**src/rtl/inst_loader_pkg.sv**
```systemverilog
// Shared definitions for the instruction memory program loader: widths, stride,
// FSM state encoding and small state-decode helpers.
package inst_loader_pkg;

  localparam int INST_ADDR_W = 10;
  localparam int INST_W      = 32;
  localparam int WORD_STRIDE = 4;

  typedef enum logic [2:0] {
    ST_IDLE  = 3'd0,
    ST_HDR   = 3'd1,
    ST_DATA  = 3'd2,
    ST_WRITE = 3'd3,
    ST_CSUM  = 3'd4,
    ST_DONE  = 3'd5,
    ST_ERR   = 3'd6
  } state_t;

  function automatic logic is_accepting(state_t s);
    return (s == ST_HDR) || (s == ST_DATA) || (s == ST_CSUM);
  endfunction

  // The CPU stays frozen during a load and after a failed one.
  function automatic logic holds_cpu(state_t s);
    return (s == ST_HDR) || (s == ST_DATA) || (s == ST_WRITE) ||
           (s == ST_CSUM) || (s == ST_ERR);
  endfunction

endpackage

```
**src/rtl/inst_loader_packer.sv**
```systemverilog
// Little-endian byte-to-word packer: first pushed byte lands in [7:0].
// word_full/word describe the word completed by the byte pushed this cycle.
module inst_loader_packer
  import inst_loader_pkg::*;
(
  input  logic              clk,
  input  logic              rst,
  input  logic              clear,
  input  logic              push,
  input  logic [7:0]        data,
  output logic              word_full,
  output logic [INST_W-1:0] word
);

  logic [1:0]        idx_reg;
  logic [INST_W-1:0] shift_reg;

  always_ff @(posedge clk or negedge rst) begin
    if (!rst) begin
      idx_reg   <= '0;
      shift_reg <= '0;
    end else if (clear) begin
      idx_reg   <= '0;
      shift_reg <= '0;
    end else if (push) begin
      idx_reg   <= idx_reg + 2'd1;
      shift_reg <= {data, shift_reg[INST_W-1:8]};
    end
  end

  // Merged view including the incoming byte, so the top can register it on the fourth push.
  assign word_full = push && (idx_reg == 2'd3);
  assign word      = {data, shift_reg[INST_W-1:8]};

endmodule

```
**src/rtl/inst_loader.sv**
```systemverilog
// Program loader: byte stream (count header + payload) into instruction memory writes.
// Define INST_LOADER_CHECKSUM_EN to expect a trailing XOR checksum byte.
module inst_loader
  import inst_loader_pkg::*;
#(
  parameter logic [INST_ADDR_W-1:0] BASE_ADDR = 10'h000
) (
  input  logic                   clk,
  input  logic                   rst,
  input  logic                   start,
  input  logic                   in_valid,
  input  logic [7:0]             in_data,
  output logic                   in_ready,
  output logic                   wea,
  output logic [INST_ADDR_W-1:0] addra,
  output logic [INST_W-1:0]      dina,
  output logic                   cpu_hold,
  output logic                   done,
  output logic                   error
);

  localparam logic [INST_ADDR_W-1:0] STRIDE = INST_ADDR_W'(WORD_STRIDE);

  state_t                 state_reg, state_next;
  logic [8:0]             words_left_reg;
  logic [INST_ADDR_W-1:0] addr_reg;
  logic [INST_W-1:0]      dina_reg;
  logic                   in_ready_reg, in_ready_next;
  logic                   wea_reg, wea_next;
  logic                   cpu_hold_reg, cpu_hold_next;
  logic                   done_reg, done_next;

  logic              accept, start_ok, last_word, push, word_full;
  logic [INST_W-1:0] word;

  assign accept    = in_valid && is_accepting(state_reg);
  assign start_ok  = start && ((state_reg == ST_IDLE) || (state_reg == ST_DONE) ||
                               (state_reg == ST_ERR));
  assign last_word = (words_left_reg == 9'd1);
  assign push      = accept && (state_reg == ST_DATA);

  inst_loader_packer u_packer (
    .clk       (clk),
    .rst       (rst),
    .clear     (start_ok),
    .push      (push),
    .data      (in_data),
    .word_full (word_full),
    .word      (word)
  );

`ifdef INST_LOADER_CHECKSUM_EN
  logic [7:0] csum_reg;
  logic       error_reg, error_next;

  always_ff @(posedge clk or negedge rst) begin
    if (!rst) begin
      csum_reg <= '0;
    end else if (start_ok) begin
      csum_reg <= '0;
    end else if (accept && ((state_reg == ST_HDR) || (state_reg == ST_DATA))) begin
      csum_reg <= csum_reg ^ in_data;
    end
  end
`endif

  always_ff @(posedge clk or negedge rst) begin
    if (!rst) begin
      state_reg <= ST_IDLE;
    end else begin
      state_reg <= state_next;
    end
  end

  always_comb begin
    state_next = state_reg;
    case (state_reg)
      ST_IDLE, ST_DONE: if (start) state_next = ST_HDR;
      ST_HDR:           if (accept) state_next = ST_DATA;
      ST_DATA:          if (word_full) state_next = ST_WRITE;
      ST_WRITE: begin
        if (!last_word) state_next = ST_DATA;
`ifdef INST_LOADER_CHECKSUM_EN
        else            state_next = ST_CSUM;
`else
        else            state_next = ST_DONE;
`endif
      end
`ifdef INST_LOADER_CHECKSUM_EN
      ST_CSUM: if (accept) state_next = (in_data == csum_reg) ? ST_DONE : ST_ERR;
      ST_ERR:  if (start) state_next = ST_HDR;
`endif
      default: state_next = ST_IDLE;
    endcase
  end

  // Outputs decode the upcoming state so every port comes straight from a flop.
  always_comb begin
    in_ready_next = is_accepting(state_next);
    wea_next      = (state_next == ST_WRITE);
    cpu_hold_next = holds_cpu(state_next);
    done_next     = (state_next == ST_DONE);
`ifdef INST_LOADER_CHECKSUM_EN
    error_next    = (state_next == ST_ERR);
`endif
  end

  always_ff @(posedge clk or negedge rst) begin
    if (!rst) begin
      in_ready_reg <= 1'b0;
      wea_reg      <= 1'b0;
      cpu_hold_reg <= 1'b0;
      done_reg     <= 1'b0;
`ifdef INST_LOADER_CHECKSUM_EN
      error_reg    <= 1'b0;
`endif
    end else begin
      in_ready_reg <= in_ready_next;
      wea_reg      <= wea_next;
      cpu_hold_reg <= cpu_hold_next;
      done_reg     <= done_next;
`ifdef INST_LOADER_CHECKSUM_EN
      error_reg    <= error_next;
`endif
    end
  end

  // Header byte N means N+1 words, so the counter needs 9 bits to hold 256.
  always_ff @(posedge clk or negedge rst) begin
    if (!rst) begin
      words_left_reg <= '0;
      addr_reg       <= BASE_ADDR;
      dina_reg       <= '0;
    end else begin
      if (start_ok) begin
        words_left_reg <= '0;
        addr_reg       <= BASE_ADDR;
      end
      if ((state_reg == ST_HDR) && accept) begin
        words_left_reg <= {1'b0, in_data} + 9'd1;
      end
      if (state_reg == ST_WRITE) begin
        words_left_reg <= words_left_reg - 9'd1;
        addr_reg       <= addr_reg + STRIDE;
      end
      if (word_full) begin
        dina_reg <= word;
      end
    end
  end

  assign in_ready = in_ready_reg;
  assign wea      = wea_reg;
  assign addra    = addr_reg;
  assign dina     = dina_reg;
  assign cpu_hold = cpu_hold_reg;
  assign done     = done_reg;
`ifdef INST_LOADER_CHECKSUM_EN
  assign error    = error_reg;
`else
  assign error    = 1'b0;
`endif

endmodule

```
**config.mk**
```make
export PLATFORM = sky130hd
export DESIGN_NAME = inst_loader
export DESIGN_NICKNAME = d
export VERILOG_FILES = /design/src/rtl/inst_loader_pkg.sv /design/src/rtl/inst_loader_packer.sv /design/src/rtl/inst_loader.sv
export SDC_FILE = /design/constraint.sdc
export NUM_CORES = 1
export LEC_CHECK = 0
export ABC_AREA = 1
export CAP_MARGIN = 20
export CORE_MARGIN = 4
export CORE_UTILIZATION = 50
export DETAILED_ROUTE_END_ITERATION = 7
export GPL_ROUTABILITY_DRIVEN = 0
export PLACE_DENSITY = 0.75
export SYNTH_ARGS = -nofsm -noshare
export SYNTH_HDL_FRONTEND = slang
export SYNTH_SLANG_ARGS = --single-unit
```
**constraint.sdc**
```tcl
create_clock -name clk -period 1.6 [get_ports clk]
set_clock_uncertainty 0.1 [all_clocks]
set_input_delay 0.16 -clock clk [delete_from_list [all_inputs] [get_ports clk]]
set_output_delay 0.16 -clock clk [all_outputs]
set_load 0.02 [all_outputs]
```
==> summary.md, run 1 <==
| Metric | Value |
|---|---|
| Net Sw Power | `0.00368 W` |
| GR Layer Usage met3 | `3.44%` |
| Combinational share of power | `43.0%` |
| YS warnings | `0` |
| PwrDens | `1810 mW/mm^2` |
| Total power | `0.00906 W` |
| Critical path arrival | `1680 ps` |
| Most frequent cells in the layout | `164 x nand2_1, 80 x dfrtp_1, 69 x inv_1, 48 x o21ai_0, 29 x nand3_1` |
| Clk buf depth | `2` |
| Number of setup violations in the final report | `0` |
| Asr flop ratio synth | `100%` |
| Pre-Repair DR Iteration Count | `5` |
| CTS Sinks | `82` |
| Area contributors post-synth | `dfrtp_1 53%, nand2_1 16%, inv_1 6.8%` |
| Clock power share | `19.1%` |
| Pin count of the biggest net entering global routing | `44` |
| GR Util met2 | `33.8%` |
| RSZ-0062 raised after global routing | `yes` |
| Final Max Tran Viols | `0` |
| Post-route minimum period | `1550 ps` |
| Layout cell share with drive strength beyond 1 | `11.7%` |
| Final hold vios | `0` |
| WP data required | `1740 ps` |
| CTS Buf Count | `9` |
| DP Wirelength | `6210 um` |
| Rows | `31` |
| Leakage power | `2.96 nW` |
| Crit end category | `register` |
| Synth cell types | `30` |
| Global Route met1 Usage | `28.0%` |
| Chip Width | `96.0 um` |
| Area after DPL | `0.00468 mm^2` |
| P_int | `0.00539 W` |
| Wirelength per Cell | `12.9 um` |
| Worst vdd ir | `0.00116 V` |
| Worst hold path class | `primary input to asynchronous set/reset pin` |
| Mean number of vias per cell | `5.03` |
| Setup CP Type | `register to register` |
| Max reg flops | `32` |
| Ant. Diodes | `0` |
| Period utilization | `96.6%` |
| Layout area overhead | `29.2%` |
| Initial antenna violation count | `0` |
| Layout fillers | `604` |
| Via count | `3374` |
| Clk_lat worst skew | `350 ps` |
| Grt peak-use layer | `met2` |
| Core area | `0.00741 mm^2` |
| Sequential area share after synthesis | `53.0%` |
| Number of synthesized flops with an enable pin | `0` |
| Post-synth top flop | `dfrtp_1` |
| Nets | `584` |
| Most common cell after layout, fill and taps aside | `nand2_1` |
| Final Instance Area | `0.00500 mm^2` |
| Status | `complete, no violations` |
| All-Layer GR Usage | `20.8%` |
| Syn Inst Count | `487` |
| Syn_area_per_cell | `7.95 um^2` |
| Die height | `96.0 um` |
| FF+latch count, synth | `82` |
| WL final | `8640 um` |
| Starting Density | `52.3%` |
| Leading area contributor after synthesis | `dfrtp_1` |
| First-pass GRT wire length | `14900 um` |
| Max Cap Viol | `0` |
| Top-level I/O count | `59` |
| Synth Cell Area | `0.00387 mm^2` |
| Vias in the first global route | `3304` |
| CP max FO | `4` |
| H-tree Lvls | `3` |
| Fmax | `0.647 GHz` |
| Antenna viol nets, final | `0` |
| CTS tree | `done` |
| IO buf count | `55` |
| Area share of the largest cell type after synthesis | `53.0%` |
| Sw Ratio | `40.6%` |
| Clk slew on worst S/H paths | `90 ps` |
| Critical Path Start Type | `register` |
| Total die area | `0.00922 mm^2` |
| DRC errors left | `0` |
| Iteration-0 DRC count of the detailed router | `172` |
| Part of the power in registers | `37.9%` |
| Clock root buffer | `clkbuf_8` |
| Congestion Overflow GR | `0` |
[layer usage]
| layer | wire, um | vias up | share of wire (%) |
|---|---|---|---|
| met1 | 3900 | 1604 | 45 |
| met4 | 123 | 0 | 1.4 |
| met3 | 440 | 10 | 5.1 |
| met5 | 0 | - | 0 |
| li1 | - | 1676 | - |
| met2 | 4170 | 84 | 48 |
[cell families (layout without fill, tap and decap cells)]
group / Yosys count / in the layout / share of synthesized area [%]
flops: 82 / 82 / 53.0
other cells: 1 / 3 / 0.0968
simple gates: 238 / 238 / 25.7
compound gates: 65 / 65 / 8.92
buf+inv: 93 / 176 / 10.0
xor+xnor: 3 / 3 / 0.679
fa+ha+maj: 5 / 5 / 1.62
[final timing paths]
kind	to	cells after the start	startpoint	slack [ps]
worst max register to register	words_left_reg[8]$_DFFE_PN0P_	7	words_left_reg[0]$_DFFE_PN0P_	50
max in group asynchronous	dina[11]$_DFFE_PN0P_	3	rst	720
worst min-delay path	dina[4]$_DFFE_PN0P_	2	rst	130
worst max-delay path	words_left_reg[8]$_DFFE_PN0P_	7	words_left_reg[0]$_DFFE_PN0P_	50
min in group clk	dina[0]$_DFFE_PN0P_	2	u_packer.shift_reg[8]$_DFFE_PN0P_	380
worst min register to register	dina[0]$_DFFE_PN0P_	2	u_packer.shift_reg[8]$_DFFE_PN0P_	380
[area by class of cell]
cell class / instances / area [um^2] / share of cell area [%]
clock buffers: 10 / 138 / 2.75
well taps: 99 / 124 / 2.48
repair buffers: 85 / 846 / 16.9
multi-input cells: 314 / 1460 / 29.2
flip-flops and latches: 82 / 2050 / 41.1
inverters: 75 / 285 / 5.70
clock inverters: 6 / 96.3 / 1.93
[metrics by stage]
| step | setup TNS, ps | cells | hold slack [ps] | worst slack [ps] | utilization, % |
|---|---|---|---|---|---|
| 2_1_floorplan | 0 | 489 | -236 | 157 | - |
| 3_3_place_gp | -1020 | 651 | -50.9 | -57.2 | 63.2 |
| 3_5_place_dp | -2260 | 651 | -49.8 | -120 | 63.2 |
| 4_1_cts | 0 | 670 | 113 | 0.224 | 66.3 |
| 5_1_grt | -121 | 671 | 136 | -39.8 | 67.5 |
| 6_report | 0 | 671 | 126 | 54.7 | 67.5 |
[cells in the mapped netlist, drive strengths merged (2+ instances only)]
cell	count
dfrtp	82
ha	5
nand2	170
clkinv	2
clkbuf	5
buf	13
nand3b	2
nor2	27
nor3	2
o21ai	54
nand4	6
xor2	2
inv	73
nand3	31
a21oi	8
[critical path: stages (launching register included)]
cell and delay (ps):
dfrtp_1 430, inv_1 120, ha_1 180, inv_1 70, nor2_1 190, nand2_1 100, o21ai_0 150, nand3_1 90
[repair_timing]
action,CTS,global route
endpoints found under the hold margin,82,0
endpoints found under the setup margin,23,39
resized for setup,20,35
hold buffers,1,0
pin swaps,1,2
setup buffers,2,1
[power groups by stage]
stage / Sequential, W / Clock (W) / Combinational [W]
after floorplan: 0.00390 / 0 / 0.00197
after global placement: 0.00346 / 0 / 0.00387
after detailed placement: 0.00347 / 0 / 0.00400
after CTS: 0.00343 / 0.00177 / 0.00391
after global routing: 0.00354 / 0.00186 / 0.00439
final: 0.00343 / 0.00173 / 0.00390
Note: power is estimated with default switching activity, not from simulation.
==> run 2, diff against run 1 <==
clock period = 1.75 ns   (was 1.6 ns; I/O delays follow)
==> summary.md, run 2 (synthesis results as in run 1) <==
| Metric | Value |
|---|---|
| Crit-path cells | `clkdlybuf4s50_1` |
| Starting Density | `52.3%` |
| Setup CP Type | `register to output pin` |
| Crit end category | `output pin` |
| Fmax | `0.599 GHz` |
| Fin cells | `663` |
| Max reg flops | `32` |
| Placed cell count | `643` |
| Wirelength per Cell | `12.8 um` |
| Combinational share of power | `43.9%` |
| IO buf count | `55` |
| Total die area | `0.00922 mm^2` |
| Top-level I/O count | `59` |
| Grt peak-use layer | `met2` |
| CP Launch Point | `addra[3]$_DFFE_PN0P_` |
| Reg2reg start | `state_reg[0]$_DFF_PN0_` |
| Nets | `576` |
| Ant. Diodes | `0` |
| R2r setup slk | `120 ps` |
| Via count | `3301` |
| Critical path arrival | `1390 ps` |
| Final Instance Area | `0.00487 mm^2` |
| Worst path bufs/invs | `1` |
| Leakage power | `2.59 nW` |
| Core area | `0.00741 mm^2` |
| Net Sw Power | `0.00332 W` |
| R2R cell count | `8` |
| Chip Width | `96.0 um` |
| GR Util met2 | `32.5%` |
| Family with the most delay on the worst path | `buffers and inverters` |
| CTS tree | `done` |
| H-tree Lvls | `3` |
| Vias in the first global route | `3238` |
| Sw Ratio | `40.5%` |
| Final Max Tran Viols | `0` |
| Setup_tns | `0 ps` |
| Layout area overhead | `25.7%` |
| Most frequent cells in the layout | `166 x nand2_1, 82 x dfrtp_1, 70 x inv_1, 52 x clkdlybuf4s50_1, 49 x o21ai_0` |
| CTS Sinks | `82` |
| WP data required | `1470 ps` |
| Smallest hold slack | `193 ps` |
| DRC errors left | `0` |
| Antenna viol nets, final | `0` |
| Slowest-stage cell, CP | `clkdlybuf4s50_1` |
| Post-route minimum period | `1670 ps` |
| Pre-Repair DR Iteration Count | `5` |
| Pin count of the biggest net entering global routing | `31` |
| Rows | `31` |
| Congestion Overflow GR | `0` |
| CP peak stage delay | `630 ps` |
| Clk buf depth | `2` |
| Mean number of vias per cell | `4.98` |
| Max Cap Viol | `0` |
| Clk slew on worst S/H paths | `90 ps` |
| Global Route met1 Usage | `28.2%` |
| Layout fillers | `581` |
| Total power | `0.00818 W` |
| Worst vdd ir | `0.000928 V` |
| RSZ-0062 raised after global routing | `no` |
| Area after DPL | `0.00461 mm^2` |
| Status | `complete, no violations` |
| DP Wirelength | `6010 um` |
| PwrDens | `1680 mW/mm^2` |
| GR Layer Usage met3 | `5.08%` |
| R2R Path End | `words_left_reg[4]$_DFFE_PN0P_` |
| Worst hold path class | `primary input to asynchronous set/reset pin` |
| Initial antenna violation count | `0` |
| Layout cell share with drive strength beyond 1 | `9.04%` |
| All-Layer GR Usage | `20.5%` |
| Final hold vios | `0` |
| CP max FO | `4` |
| Critical Path Start Type | `register` |
| Clk_lat worst skew | `350 ps` |
| Period utilization | `95.4%` |
| P_int | `0.00487 W` |
| Iteration-0 DRC count of the detailed router | `149` |
| Most common cell after layout, fill and taps aside | `nand2_1` |
| Part of the power in registers | `38.6%` |
| WL final | `8500 um` |
| Die height | `96.0 um` |
| Number of setup violations in the final report | `0` |
| CTS Buf Count | `9` |
| First-pass GRT wire length | `14700 um` |
| Clock root buffer | `clkbuf_8` |
| Clock power share | `17.4%` |
-- run 2: changes by cell type in the layout (fill, tap and decap cells not counted), moves of 2 or more --
cell and change:
clkdlybuf4s50_1 +38, nand2_2 -2, nand2_1 +2, dfrtp_1 +2, clkinv_4 +2, dlygate4sd2_1 -20
ha_1 +2, buf_6 -2, inv_6 -2, buf_4 -6, ha_2 -2, dfrtp_2 -2
dlymetal6s2s_1 -18
-- run 2: how the worst max path moves through the flow --
stage,endpoint,slack [ps],cells after the start
floorplan,words_left_reg[7]$_DFFE_PN0P_,310,5
global placement,words_left_reg[6]$_DFFE_PN0P_,40,8
detailed placement,u_packer.idx_reg[0]$_DFFE_PN0P_,-10,5
CTS,addra[4],30,1
global route,addra[7],20,1
finish,addra[3],80,1
-- run 2: timing repair --
item	4_1_cts	5_1_grt
pin swaps	1	0
resized for setup	1	2
endpoints found under the hold margin	27	0
gates cloned	0	0
hold buffers	1	0
setup endpoints to repair	15	2
setup buffers	3	0
-- run 2: power groups by stage --
stage,Sequential (W),Clock [W],Combinational (W)
floorplan,0.00357,0,0.00180
global placement,0.00317,0,0.00348
detailed placement,0.00318,0,0.00358
CTS,0.00316,0.00144,0.00363
global route,0.00326,0.00155,0.00405
finish,0.00316,0.00143,0.00359
-- run 2: layout make-up --
type,instances,area (um^2),share of cell area [%]
Clock buffer,10,138,2.83
Clock inverter,6,73.8,1.52
Inverter,75,283,5.81
Multi-Input combinational cell,314,1440,29.6
Sequential cell,82,2050,42.1
Tap cell,99,124,2.54
Timing Repair Buffer,77,758,15.6
-- run 2: metrics by stage --
stage          util (%)  setup slack [ps]
4_1_cts            65.6              30.5
5_1_grt            65.7              24.3
3_5_place_dp       62.2             -13.1
3_3_place_gp       62.2              42.9
2_1_floorplan         -               307
6_report           65.7              80.9
-- run 2: metal layers --
layer	wire, um	part of all wire [%]	vias to the layer above
li1	-	-	1647
met1	3990	47	1556
met3	446	5.2	9
met5	0	0	-
met2	3970	47	89
met4	89	1.0	0
==> variant 1 (config.mk and constraints of run 2) <==
Add a define of `INST_LOADER_CHECKSUM_EN`.
--- a/src/rtl/inst_loader.sv
+++ b/src/rtl/inst_loader.sv
@@ -1,5 +1,7 @@
 // Program loader: byte stream (count header + payload) into instruction memory writes.
 // Define INST_LOADER_CHECKSUM_EN to expect a trailing XOR checksum byte.
+`define INST_LOADER_CHECKSUM_EN
+
 module inst_loader
   import inst_loader_pkg::*;
 #(
Check against the original RTL: not equivalent (a bounded check fails within 10 cycles, from zero or initial values and one cycle with rst low).
==> variant 1 against run 2 <==
  * Total power rose by 7.9%
  * Maximum frequency down 1.4%
  * Area after synthesis is 6.8% higher
  * Sequential share of layout area is 0.71 points higher
  * Critical path depth stayed put
  * Final cell count increased by 1.5%
  * Sequential cell count rose by 9
  * Design area rose by 9.3%
  * Routed wire length is 16% higher
  * Worst setup slack got worse by 0.023 ns
  * Worst hold slack worse by 0.024 ns
  * Register-to-register slack got worse by 0.02 ns
  * First-iteration DRC count grew 5.4%
  * Global-route usage about the same
==> variant 1: results <==
set metrics [dict create \
    dpl.hpwl_um 7040 \
    synthTopCellsByCount "nand2_1 (149), dfrtp_1 (91), inv_1 (68)" \
    grt_util_all_layers_pct 20.5 \
    n_all_buffers 95 \
    cp.arrival_ns 1.42 \
    comb.multi_input.count 299 \
    synth_fa_ha_area_share_pct 1.51 \
    synth_top_area_share_pct 55.0 \
    grt_pass1_vias 3437 \
    buf_share_pct 16.7 \
    io_buffers 56 \
    clock_tree.root_cell "clkbuf_8" \
    clk_share_pct 3.25 \
    synth_area_leaders "dfrtp_1 (55%), nand2_1 (14%), inv_1 (6.2%)" \
    yosys_register_bits 91 \
    multiInputGateArea_mm2 0.00158 \
    drive_above_1_share_pct 15.4 \
    grt_util_met1_pct 27.6 \
    gr-usage-met3_pct 5.24 \
    drt_pre_antenna_iters 5 \
    cts-resized-gates 0 \
    synth-seq-area-share_pct 55.0 \
    clk_pin_slew_ns 0.09 \
    synth_compound_area_share_pct 11.4 \
    final_cells 673 \
    seqCellArea_mm2 0.00228 \
    post_cts_buffers 0 \
    synth_xor_xnor_area_share_pct 1.48 \
    max_stage_delay_ns 0.63 \
    wl_met1_um 4400 \
    ys_types 35 \
    grt_max_degree 41 \
    wl_per_cell_um 14.7 \
    yosysWarnings 0 \
    met2_usage_pct 33.0 \
    dp_cells 653 \
    wl_met2_um 4790 \
    peakVddDrop_mv 0.815 \
    non_clock_inverter_count 71 \
    n_fill_cell 646 \
    worst_skew_pair.late_latency_ns 0.37 \
    synth_cells 473 \
    ant_nets 0 \
    status "finished, final reports clean" \
    num_vias 3533 \
    finalNetCount 584 \
    grt_pass1_wl_um 16200 \
    drt_iter0_drc 157 \
    top_layer_used "met4" \
    p_leak_nw 2.75 \
    met3_length_um 578 \
    antenna_found_initial 0 \
]
==> variant 1: cell count changes after synthesis, sizes merged, moves of 4 or more <==
cell | run 2 | this run
a21oi | 8 | 4
a22oi | 0 | 25
buf | 13 | 9
dfrtp | 82 | 91
nand2 | 170 | 152
nand3 | 31 | 24
nor2 | 27 | 33
o21ai | 54 | 16
o221ai | 0 | 5
o22ai | 1 | 9
==> variant 1: kinds of logic after synthesis <==
family          Yosys count
compound gates           68
flops                    91
xor+xnor                  7
other cells               1
simple gates            216
buf+inv                  85
fa+ha+maj                 5
==> variant 1: metrics by stage <==
step	cell area [µm²]	setup TNS (ns)	util [%]	setup WS, ns	hold slack (ns)
2_1_floorplan	4140	0	-	0.204	-0.221
3_3_place_gp	5040	-0.171	63.9	-0.0760	0.0192
3_5_place_dp	5040	-0.645	63.9	-0.168	0.0246
4_1_cts	5230	0	66.3	0.0215	0.165
5_1_grt	5320	-0.106	67.4	-0.0399	0.205
6_report	5320	0	67.4	0.0575	0.169
==> variant 1: final timing paths <==
| path | slack (ns) | to | cells after the start | from |
|---|---|---|---|---|
| max in group asynchronous | 0.75 | state_reg[0]$_DFF_PN0_ | 3 | rst |
| min reg2reg | 0.39 | dina[0]$_DFFE_PN0P_ | 2 | dina[0]$_DFFE_PN0P_ |
| min | 0.17 | addra[5]$_DFFE_PN0P_ | 2 | rst |
| max reg2reg | 0.10 | cpu_hold$_DFF_PN0_ | 7 | state_reg[1]$_DFF_PN0_ |
| max | 0.06 | addra[5] | 1 | addra[5]$_DFFE_PN0P_ |
| min in group clk | 0.39 | dina[0]$_DFFE_PN0P_ | 2 | dina[0]$_DFFE_PN0P_ |
==> variant 1: report_power, final <==
part	switching [mW]	internal (mW)	leakage [nW]
clock network	0.783	0.520	0.0783
registers	0.600	2.94	1.17
logic	2.27	1.72	1.50
==> variant 2 (config.mk and constraints of run 2) <==
Made on the original files. Encoding of `state_t`: now one-hot (7 bits for 7 states).
--- a/src/rtl/inst_loader_pkg.sv
+++ b/src/rtl/inst_loader_pkg.sv
@@ -6,14 +6,14 @@
   localparam int INST_W      = 32;
   localparam int WORD_STRIDE = 4;
 
-  typedef enum logic [2:0] {
-    ST_IDLE  = 3'd0,
-    ST_HDR   = 3'd1,
-    ST_DATA  = 3'd2,
-    ST_WRITE = 3'd3,
-    ST_CSUM  = 3'd4,
-    ST_DONE  = 3'd5,
-    ST_ERR   = 3'd6
+  typedef enum logic [6:0] {
+    ST_IDLE  = 7'b0000001,
+    ST_HDR   = 7'b0000010,
+    ST_DATA  = 7'b0000100,
+    ST_WRITE = 7'b0001000,
+    ST_CSUM  = 7'b0010000,
+    ST_DONE  = 7'b0100000,
+    ST_ERR   = 7'b1000000
   } state_t;
 
   function automatic logic is_accepting(state_t s);
Function: no difference found for any inputs over 10 cycles, from zero or initial values and one cycle with rst low; not proved beyond that.
==> variant 2 against run 2 <==
  * Area after synthesis increased by 6.0%
  * Highest routed layer unchanged
  * Critical path depth stayed put
  * Sequential cell count is 4 higher
  * Routed wire length increased by 4.4%
  * Non-clock buffer count decreased by 6
  * Worst setup slack lost 0.016 ns
  * Synthesized cell count up 7.4%
  * Global-route usage is 1.7 points lower
  * Design area rose by 3.6%
Power is not compared: it rests on default switching activity, and its combinational part moved more than twofold at a synthesized area within 25%.
==> variant 2: results <==
set metrics [dict create \
    status "finished, final reports clean" \
    synthTopCellsByCount "nand2_1 (174), dfrtp_1 (85), inv_1 (81)" \
    r2r_end "dina[25]$_DFFE_PN0P_" \
    io_buffers 55 \
    crit_path_start "addra[4]$_DFFE_PN0P_" \
    drt_iter0_drc 199 \
    cp.arrival_ns 1.41 \
    finalNetCount 606 \
    hold_class "in -> async" \
    synth_area_leaders "dfrtp_1 (52%), nand2_1 (16%), inv_1 (7.4%)" \
    top_layer_used "met4" \
    viasPerCell 5.01 \
    rr_worst_depth 7 \
    dp_cells 679 \
    placed_area_mm2 0.00482 \
    setup.worst_path.end "addra[4]" \
    worst_skew_pair.late_latency_ns 0.36 \
    dpl_worst_slack_ns -0.00382 \
    grt_max_degree 51 \
    fmax_ghz 0.594 \
    max_stage_delay_ns 0.63 \
    cts-htree-levels 3 \
    ys_types 32 \
    cts-buffers-inserted 9 \
    antenna_found_initial 0 \
    grt.overflow.total 0 \
    p_leak_nw 2.62 \
    synthFlopType "dfrtp_1" \
    num_vias 3482 \
    synth-seq-area-share_pct 52.5 \
    r2r_start "state_reg[6]$_DFF_PN0_" \
    wl_per_cell_um 12.8 \
    cp_max_fo 6 \
    antenna-diode-count 0 \
    post_cts_buffers 0 \
    slowest_stage "clkdlybuf4s50_1" \
    grt_util_all_layers_pct 18.9 \
    grt_pass1_wl_um 15200 \
    yosysWarnings 0 \
    cts_buffer_depth 2 \
    wl_met2_um 4200 \
    met3_length_um 372 \
    drive_above_1_share_pct 7.42 \
    grt_pass1_vias 3354 \
    clk_pin_slew_ns 0.09 \
    wl_met1_um 4120 \
    peakVddDrop_mv 0.427 \
    clock_tree.root_cell "clkbuf_8" \
    dpl.hpwl_um 6260 \
    largest_register_ffs 32 \
    p_sw_uw 926 \
    crit_family "buffers and inverters" \
    rrSetupSlack_ns 0.12 \
    ys_async_sr_fraction_pct 100 \
    synth_area_per_cell_um2 7.85 \
    drt_pre_antenna_iters 4 \
]
==> variant 2: cell count changes after synthesis, moves of 7 or more <==
cell and change:
inv_1 +11, nand2_1 +8, nor2_1 +7, o21ai_1 +11
==> variant 2: metal layers <==
| layer | vias up | GRT usage, % |
|---|---|---|
| met5 | - | 0 |
| met4 | 0 | 7.04 |
| met3 | 16 | 2.83 |
| met2 | 89 | 30.7 |
| met1 | 1634 | 25.7 |
| li1 | 1743 | - |
==> variant 2: final cells by class <==
| cell class | count | area, µm² |
|---|---|---|
| fill | 684 | 2800 |
| multi-input combinational | 338 | 1540 |
| tap | 102 | 128 |
| sequential | 86 | 2150 |
| inverter | 83 | 313 |
| timing repair buffer | 71 | 712 |
| clock inverter | 6 | 71.3 |
| clock buffer | 9 | 124 |
==> variant 2: cells by family (layout without fill, tap and decap cells) <==
| logic type | after synthesis | count (layout) | synth area share [%] |
|---|---|---|---|
| AND/OR/NAND/NOR | 254 | 254 | 25.8 |
| buffers and inverters | 103 | 169 | 10.6 |
| adder cells (fa/ha/maj) | 5 | 5 | 1.52 |
| flip-flops | 86 | 86 | 52.5 |
| AO/OA/AOI/OAI | 71 | 71 | 8.87 |
| XOR/XNOR | 3 | 3 | 0.640 |
| other | 1 | 5 | 0.0914 |
==> variant 2: power groups by stage <==
| stage | Sequential [mW] | Clock (mW) | Combinational [mW] |
|---|---|---|---|
| 2_1_floorplan | 2.08 | 0 | 0.114 |
| 3_5_place_dp | 2.07 | 0 | 0.266 |
| 4_1_cts | 2.03 | 1.42 | 0.269 |
| 5_1_grt | 2.03 | 1.50 | 0.303 |
| 3_3_place_gp | 2.07 | 0 | 0.258 |
| 6_report | 2.03 | 1.40 | 0.268 |
==> variant 2: timing repair <==
action / 4_1_cts / 5_1_grt
hold buffers: 1 / 0
gates resized for setup: 0 / 5
hold endpoints to repair: 27 / 0
endpoints found under the setup margin: 0 / 18
==> variant 2: how the worst min path moves through the flow <==
stage,from,to,slack [ns],cells past startpoint
4_1_cts,rst,state_reg[1]$_DFF_PN0_,0.20,2
3_3_place_gp,rst,state_reg[1]$_DFF_PN0_,0.02,1
2_1_floorplan,rst,addra[2]$_DFFE_PN0P_,-0.22,0
6_report,rst,state_reg[1]$_DFF_PN0_,0.19,2
3_5_place_dp,rst,state_reg[1]$_DFF_PN0_,0.02,1
5_1_grt,rst,state_reg[1]$_DFF_PN0_,0.24,2
==> variant 2: stage by stage <==
step	hold slack [ns]	total power [mW]
detailed placement	0.0221	2.33
finish	0.190	3.70
floorplan	-0.221	2.19
global route	0.237	3.83
CTS	0.198	3.71
global placement	0.0200	2.32
